`src/rtl/match_controller_if.sv`:
```
// ---------------------------------------------------------------------------
// match_controller_if : player button requests in, committed actions out.
// Rev 1.0 - initial release
// ---------------------------------------------------------------------------
`default_nettype none

interface match_controller_if;
  logic       btn1_valid;
  logic [2:0] btn1_action;
  logic       btn2_valid;
  logic [2:0] btn2_action;
  logic [2:0] action1;
  logic [2:0] action2;
  logic       actionEnable;

  modport master (
    output btn1_valid, btn1_action, btn2_valid, btn2_action,
    input  action1, action2, actionEnable
  );

  modport slave (
    input  btn1_valid, btn1_action, btn2_valid, btn2_action,
    output action1, action2, actionEnable
  );
endinterface

`default_nettype wire

```
`src/rtl/match_controller.sv`:
```
// ---------------------------------------------------------------------------
// match_controller : two-player turn sequencer (collect, issue, settle, check).
// Rev 1.0 - initial release
// ---------------------------------------------------------------------------
`default_nettype none

module match_controller #(
  parameter logic [7:0] TIMEOUT   = 8'd200,
  parameter logic [7:0] MAX_TURNS = 8'd99
) (
  input  wire logic         clk,
  input  wire logic         reset,
  input  wire logic         start,
  input  wire logic [1:0]   health1,
  input  wire logic [1:0]   health2,
  match_controller_if.slave bus,
  output logic              isGameOver,
  output logic [1:0]        winner,
  output logic [7:0]        turn_count,
  output logic [2:0]        fsm_state
);

  localparam logic [2:0] c_AWAIT     = 3'b010;
  localparam logic [7:0] c_TIMER_MAX = 8'hFF;

  typedef enum logic [2:0] {
    S_IDLE    = 3'd0,
    S_COLLECT = 3'd1,
    S_ISSUE   = 3'd2,
    S_SETTLE  = 3'd3,
    S_CHECK   = 3'd4,
    S_OVER    = 3'd5
  } state_t;

  state_t     r_state,      w_state_nxt;
  logic       r_lat1_valid, w_lat1_valid_nxt;
  logic       r_lat2_valid, w_lat2_valid_nxt;
  logic [2:0] r_lat1,       w_lat1_nxt;
  logic [2:0] r_lat2,       w_lat2_nxt;
  logic [7:0] r_timer,      w_timer_nxt;
  logic [2:0] r_action1,    w_action1_nxt;
  logic [2:0] r_action2,    w_action2_nxt;
  logic       r_action_en,  w_action_en_nxt;
  logic       r_game_over,  w_game_over_nxt;
  logic [1:0] r_winner,     w_winner_nxt;
  logic [7:0] r_turn_count, w_turn_count_nxt;

  logic       w_full1, w_full2;
  logic [2:0] w_act1,  w_act2;
  logic [7:0] w_turn_inc;
  logic [1:0] w_winner_calc;
  logic       w_end_match;

  // A player counts as full this cycle if already latched or strobing now,
  // so both actions arriving in the first COLLECT cycle commit immediately.
  always_comb begin
    w_full1    = r_lat1_valid | bus.btn1_valid;
    w_full2    = r_lat2_valid | bus.btn2_valid;
    w_act1     = r_lat1_valid ? r_lat1 : (bus.btn1_valid ? bus.btn1_action : c_AWAIT);
    w_act2     = r_lat2_valid ? r_lat2 : (bus.btn2_valid ? bus.btn2_action : c_AWAIT);
    w_turn_inc = r_turn_count + 8'd1;
  end

  always_comb begin
    w_winner_calc = 2'b11;
    if (health1 == 2'd0 && health2 == 2'd0)
      w_winner_calc = 2'b11;
    else if (health2 == 2'd0)
      w_winner_calc = 2'b01;
    else if (health1 == 2'd0)
      w_winner_calc = 2'b10;
    else if (health1 > health2)
      w_winner_calc = 2'b01;
    else if (health2 > health1)
      w_winner_calc = 2'b10;
    w_end_match = (health1 == 2'd0) || (health2 == 2'd0) || (w_turn_inc == MAX_TURNS);
  end

  always_comb begin
    w_state_nxt      = r_state;
    w_lat1_valid_nxt = r_lat1_valid;
    w_lat2_valid_nxt = r_lat2_valid;
    w_lat1_nxt       = r_lat1;
    w_lat2_nxt       = r_lat2;
    w_timer_nxt      = r_timer;
    w_action1_nxt    = r_action1;
    w_action2_nxt    = r_action2;
    w_winner_nxt     = r_winner;
    w_turn_count_nxt = r_turn_count;

    case (r_state)
      S_IDLE: begin
        if (start) begin
          w_state_nxt      = S_COLLECT;
          w_lat1_valid_nxt = 1'b0;
          w_lat2_valid_nxt = 1'b0;
          w_timer_nxt      = 8'd0;
          w_turn_count_nxt = 8'd0;
          w_winner_nxt     = 2'b00;
        end
      end
      S_COLLECT: begin
        if (bus.btn1_valid && !r_lat1_valid) begin
          w_lat1_valid_nxt = 1'b1;
          w_lat1_nxt       = bus.btn1_action;
        end
        if (bus.btn2_valid && !r_lat2_valid) begin
          w_lat2_valid_nxt = 1'b1;
          w_lat2_nxt       = bus.btn2_action;
        end
        if (r_timer != c_TIMER_MAX)
          w_timer_nxt = r_timer + 8'd1;
        if ((w_full1 && w_full2) || (r_timer >= TIMEOUT - 8'd1)) begin
          w_state_nxt   = S_ISSUE;
          w_action1_nxt = w_act1;
          w_action2_nxt = w_act2;
        end
      end
      S_ISSUE:  w_state_nxt = S_SETTLE;
      S_SETTLE: w_state_nxt = S_CHECK;
      S_CHECK: begin
        w_turn_count_nxt = w_turn_inc;
        if (w_end_match) begin
          w_state_nxt  = S_OVER;
          w_winner_nxt = w_winner_calc;
        end else begin
          w_state_nxt      = S_COLLECT;
          w_lat1_valid_nxt = 1'b0;
          w_lat2_valid_nxt = 1'b0;
          w_timer_nxt      = 8'd0;
        end
      end
      S_OVER:   w_state_nxt = S_OVER;
      default:  w_state_nxt = S_IDLE;
    endcase

    // Strobe and game-over flags are registered copies of the next state.
    w_action_en_nxt = (w_state_nxt == S_ISSUE);
    w_game_over_nxt = (w_state_nxt == S_OVER);
  end

  always_ff @(posedge clk or negedge reset) begin
    if (!reset) begin
      r_state      <= S_IDLE;
      r_lat1_valid <= 1'b0;
      r_lat2_valid <= 1'b0;
      r_lat1       <= c_AWAIT;
      r_lat2       <= c_AWAIT;
      r_timer      <= 8'd0;
      r_action1    <= c_AWAIT;
      r_action2    <= c_AWAIT;
      r_action_en  <= 1'b0;
      r_game_over  <= 1'b0;
      r_winner     <= 2'b00;
      r_turn_count <= 8'd0;
    end else begin
      r_state      <= w_state_nxt;
      r_lat1_valid <= w_lat1_valid_nxt;
      r_lat2_valid <= w_lat2_valid_nxt;
      r_lat1       <= w_lat1_nxt;
      r_lat2       <= w_lat2_nxt;
      r_timer      <= w_timer_nxt;
      r_action1    <= w_action1_nxt;
      r_action2    <= w_action2_nxt;
      r_action_en  <= w_action_en_nxt;
      r_game_over  <= w_game_over_nxt;
      r_winner     <= w_winner_nxt;
      r_turn_count <= w_turn_count_nxt;
    end
  end

  assign bus.action1      = r_action1;
  assign bus.action2      = r_action2;
  assign bus.actionEnable = r_action_en;
  assign isGameOver       = r_game_over;
  assign winner           = r_winner;
  assign turn_count       = r_turn_count;
  assign fsm_state        = r_state;

endmodule

`default_nettype wire

```
`src/flat_wrapper.sv`:
```
// flat-port wrapper written by rule: the top's interface ports become plain ports
module match_controller_flat 
#(
  parameter logic [7:0] TIMEOUT   = 8'd200,
  parameter logic [7:0] MAX_TURNS = 8'd99
)
  (clk, reset, start, health1, health2, isGameOver, winner, turn_count, fsm_state, bus_btn1_valid, bus_btn1_action, bus_btn2_valid, bus_btn2_action, bus_action1, bus_action2, bus_actionEnable);
  match_controller_if bus_i ();
  input  wire logic clk;
  input  wire logic reset;
  input  wire logic start;
  input  wire logic [1:0] health1;
  input  wire logic [1:0] health2;
  output logic isGameOver;
  output logic [1:0] winner;
  output logic [7:0] turn_count;
  output logic [2:0] fsm_state;
  input wire logic [$bits(bus_i.btn1_valid)-1:0] bus_btn1_valid;
  input wire logic [$bits(bus_i.btn1_action)-1:0] bus_btn1_action;
  input wire logic [$bits(bus_i.btn2_valid)-1:0] bus_btn2_valid;
  input wire logic [$bits(bus_i.btn2_action)-1:0] bus_btn2_action;
  output wire logic [$bits(bus_i.action1)-1:0] bus_action1;
  output wire logic [$bits(bus_i.action2)-1:0] bus_action2;
  output wire logic [$bits(bus_i.actionEnable)-1:0] bus_actionEnable;
  assign bus_i.btn1_valid = bus_btn1_valid;
  assign bus_i.btn1_action = bus_btn1_action;
  assign bus_i.btn2_valid = bus_btn2_valid;
  assign bus_i.btn2_action = bus_btn2_action;
  assign bus_action1 = bus_i.action1;
  assign bus_action2 = bus_i.action2;
  assign bus_actionEnable = bus_i.actionEnable;
  match_controller #(.TIMEOUT(TIMEOUT), .MAX_TURNS(MAX_TURNS)) u_core (.clk(clk), .reset(reset), .start(start), .health1(health1), .health2(health2), .bus(bus_i), .isGameOver(isGameOver), .winner(winner), .turn_count(turn_count), .fsm_state(fsm_state));
endmodule
```
`config.mk`:
```
export PLATFORM = sky130hd
export DESIGN_NAME = match_controller_flat
export DESIGN_NICKNAME = d
export VERILOG_FILES = /design/src/rtl/match_controller_if.sv /design/src/rtl/match_controller.sv /design/src/flat_wrapper.sv
export SDC_FILE = /design/constraint.sdc
export NUM_CORES = 1
export LEC_CHECK = 0
export ABC_AREA = 1
export CAP_MARGIN = 25
export CORE_MARGIN = 2
export CORE_UTILIZATION = 47
export DETAILED_ROUTE_END_ITERATION = 8
export PLACE_DENSITY = 0.73
export SYNTH_ARGS = -nofsm -noshare
export SYNTH_HDL_FRONTEND = slang
export SYNTH_SLANG_ARGS = --single-unit
```
`constraint.sdc`:
```
create_clock -name clk -period 2.06 [get_ports clk]
set_input_delay 0.206 -clock clk [delete_from_list [all_inputs] [get_ports clk]]
set_output_delay 0.206 -clock clk [all_outputs]
set_load 0.005 [all_outputs]
```
==> impl_metrics.toml <==
[outcome]
status = "completed"

[setup_path]
cp_max_fo = 14
setup.worst_path.start_class = "flip-flop"
crit_path_end_kind = "flip-flop"
required_ns = 2.23
worstPathArrival_ns = 2.01
criticalPathCategory = "reg2reg"

[floorplanning]
pin_count = 36
initial_core_util = 0.489
die_height_um = 68.7
dieArea_um2 = 4720
core-area_um2 = 4030
row_count = 23
die_w_um = 68.7

[synthesis]
synth_compound_area_frac = 0.116
synth-simple-area-share = 0.269
synth_mux_area_frac = 0.0343
yosysSeqAreaShare = 0.473
synth_nets = 259
synth_top_family_by_area = "simple AND/OR/NAND/NOR gates"
ys.flop_type = "dfrtp_1"
syn_inst = 239
synth.distinct_cells = 31
yosys.area.top_type_share = 0.419
synthXorXnorAreaFrac = 0.0127
yosysTopAreaCell = "dfrtp_1"
synth_edf_count = 0
syn_area_per_cell_um2 = 8.24
netlist_area_um2 = 1970
synth_commonest_cells = "nand2_1 (67), dfrtp_1 (33), inv_1 (26), nand3_1 (19), nor2_1 (19)"
synthTopCellsByArea = "dfrtp_1 (42%), nand2_1 (13%), dfstp_2 (5.3%), inv_1 (5.0%), nand3_1 (4.8%)"
async_reset_ff_frac = 1.00
synth.most_common_cell = "nand2_1"
synth_seq_cells = 37
synthAdderAreaFrac = 0.0318
ys.warnings.count = 0

[power_and_ir_drop]
swShare = 0.369
max-vdd-ir-drop_mv = 0.696
pwr-share-clk = 0.183
power_frac_comb = 0.414
p_leak_nw = 1.17
p_per_area_nw_per_um2 = 1170
p_int_w = 0.00182
seqPwrFrac = 0.402
p_switching_w = 0.00107
total_power_w = 0.00289

[global_route]
grt_pass1_wl_um = 6760
grt_start_max_net_pins = 38
gr-total-overflow = 0
grt_pass1_vias = 1482
grtUsageTotal = 0.194
antenna_found_initial = 0

[route]
wl_met1_um = 2120
top_layer = "met4"
ant_nets = 0
met2_length_um = 1910
drt-total-wl_um = 4190
dr_total_vias = 1672
drt-vias-per-instance = 5.04
first_iter_violations = 53
routedWlPerCell_um = 12.6
met3WireLength_um = 142
drc = 0
drt_first_pass_iters = 4

[sta]
finalSetupTns_ns = 0
hold_slack_ns = 0.341
fin_worst_skew_ns = 0.00518
grt_setup_unrepaired = "false"
slew_headroom = 0.659
fin_crit_ns = 1.84
hold_viol_final = 0
fin_crit_sh = 0.895
setup_viol = 0
maxSlewViolCount = 0
tightestPinTransition_ns = 0.505
fmax_mhz = 542

[clock_tree]
cts_buffers = 5
clock_path_buffers = 2
clock-sinks = 37
cts_hold_repair.buffers = 0
clock-root-buffer = "clkbuf_8"
clkSlewWorstSetupHoldPaths_ns = 0.07
cts_tree = "done"
insertion_delay_ns = 0.29
h-tree-depth = 2

[finish]
num_antenna_cells = 0
layout.nets = 301
final_cell_area_um2 = 2470
drive_gt1_frac = 0.117
syn_to_final_growth_pct = 25.6

[hold_path]
min_path_type = "in2async"

[placement]
place_congestion = 0.801
dpl_cell_area_um2 = 2380
place.port_buffers = 35
hpwl_um = 3040

[run]
maxCapViolCount = 0
-- power groups by stage --
stage	combinational (W)	clock, W	sequential (W)
after floorplan	0.000715	0	0.00115
after global placement	0.00118	0	0.00117
after detailed placement	0.00119	0	0.00117
after CTS	0.00120	0.000554	0.00116
after global routing	0.00134	0.000583	0.00120
final	0.00120	0.000530	0.00116
-- sequential cells by signal, indices dropped and copies added, names as in the netlist --
name,count
u_core.r_timer,8
u_core.turn_count,8
u_core.bus.action1,3
u_core.bus.action2,3
u_core.fsm_state,3
u_core.r_lat1,3
u_core.r_lat2,3
u_core.winner,2
u_core.bus.actionEnable,1
u_core.isGameOver,1
u_core.r_lat1_valid,1
u_core.r_lat2_valid,1
-- final timing paths --
check,startpoint,endpoint,slack [ns],cells after the start
max,u_core.r_timer[0]$_DFFE_PN0P_,u_core.bus.action2[0]$_DFFE_PN0P_,0.22,7
min,reset,u_core.r_timer[2]$_DFFE_PN0P_,0.34,2
max reg2reg,u_core.r_timer[0]$_DFFE_PN0P_,u_core.bus.action2[0]$_DFFE_PN0P_,0.22,7
min reg2reg,u_core.bus.action1[0]$_DFFE_PN0P_,u_core.bus.action1[0]$_DFFE_PN0P_,0.48,2
max in group asynchronous,reset,u_core.r_lat1[1]$_DFFE_PN1P_,1.37,2
min in group clk,u_core.bus.action1[0]$_DFFE_PN0P_,u_core.bus.action1[0]$_DFFE_PN0P_,0.48,2
-- per-layer routing --
layer | vias to the layer above | global-route usage
met3 | 2 | 0.0487
met5 | - | 0
met4 | 0 | 0.0662
li1 | 870 | -
met2 | 27 | 0.292
met1 | 773 | 0.273
-- what timing repair did --
action                                  4_1_cts  5_1_grt
endpoints found under the hold margin         0        0
gates resized for setup                       0        1
endpoints found under the setup margin        0        7
buffers inserted                              0        0
-- through the flow --
stage	std cells	util	setup slack [ns]
floorplan	239	-	0.454
global placement	324	0.590	0.115
detailed placement	324	0.590	0.102
CTS	332	0.613	0.0760
global route	332	0.614	0.0527
finish	332	0.614	0.217
-- worst max-delay path, stage by stage, from the launching register on --
cell	delay [ns]
dfrtp_1	0.42
ha_1	0.22
nand2_1	0.09
inv_1	0.06
o41ai_1	0.43
nand2_1	0.14
nand2_2	0.24
o21ai_0	0.12
-- layout by cell type (no fill, tap or decap), drive strengths merged, types with 3 or more instances in the layout --
| master | instances |
|---|---|
| dfstp | 4 |
| a21oi | 7 |
| clkdlybuf4s50 | 35 |
| nand3 | 20 |
| o21ai | 17 |
| o22ai | 4 |
| dfrtp | 33 |
| ha | 5 |
| nor3 | 4 |
| nor2 | 23 |
| buf | 3 |
| nand2 | 72 |
| inv | 26 |
| clkbuf | 7 |
| mux2 | 6 |
| a22oi | 4 |
-- area by class of cell --
cell class	count	area (um2)
clock inverter	1	7.51
sequential	37	931
timing repair buffer	38	373
fill	360	1560
tap	50	62.6
multi-input combinational	173	916
inverter	26	97.6
clock buffer	7	86.3
-- cell families (layout without fill, tap and decap cells) --
kind of cell	Yosys count	count (layout)
AOI/OAI and AO/OA	38	38
buffers and inverters	29	72
DFF	37	37
xor gates and xnor gates	2	2
and+or+nand+nor	122	122
muxes	6	6
adders and majority gates	5	5
Note: power is estimated with default switching activity, not from simulation.
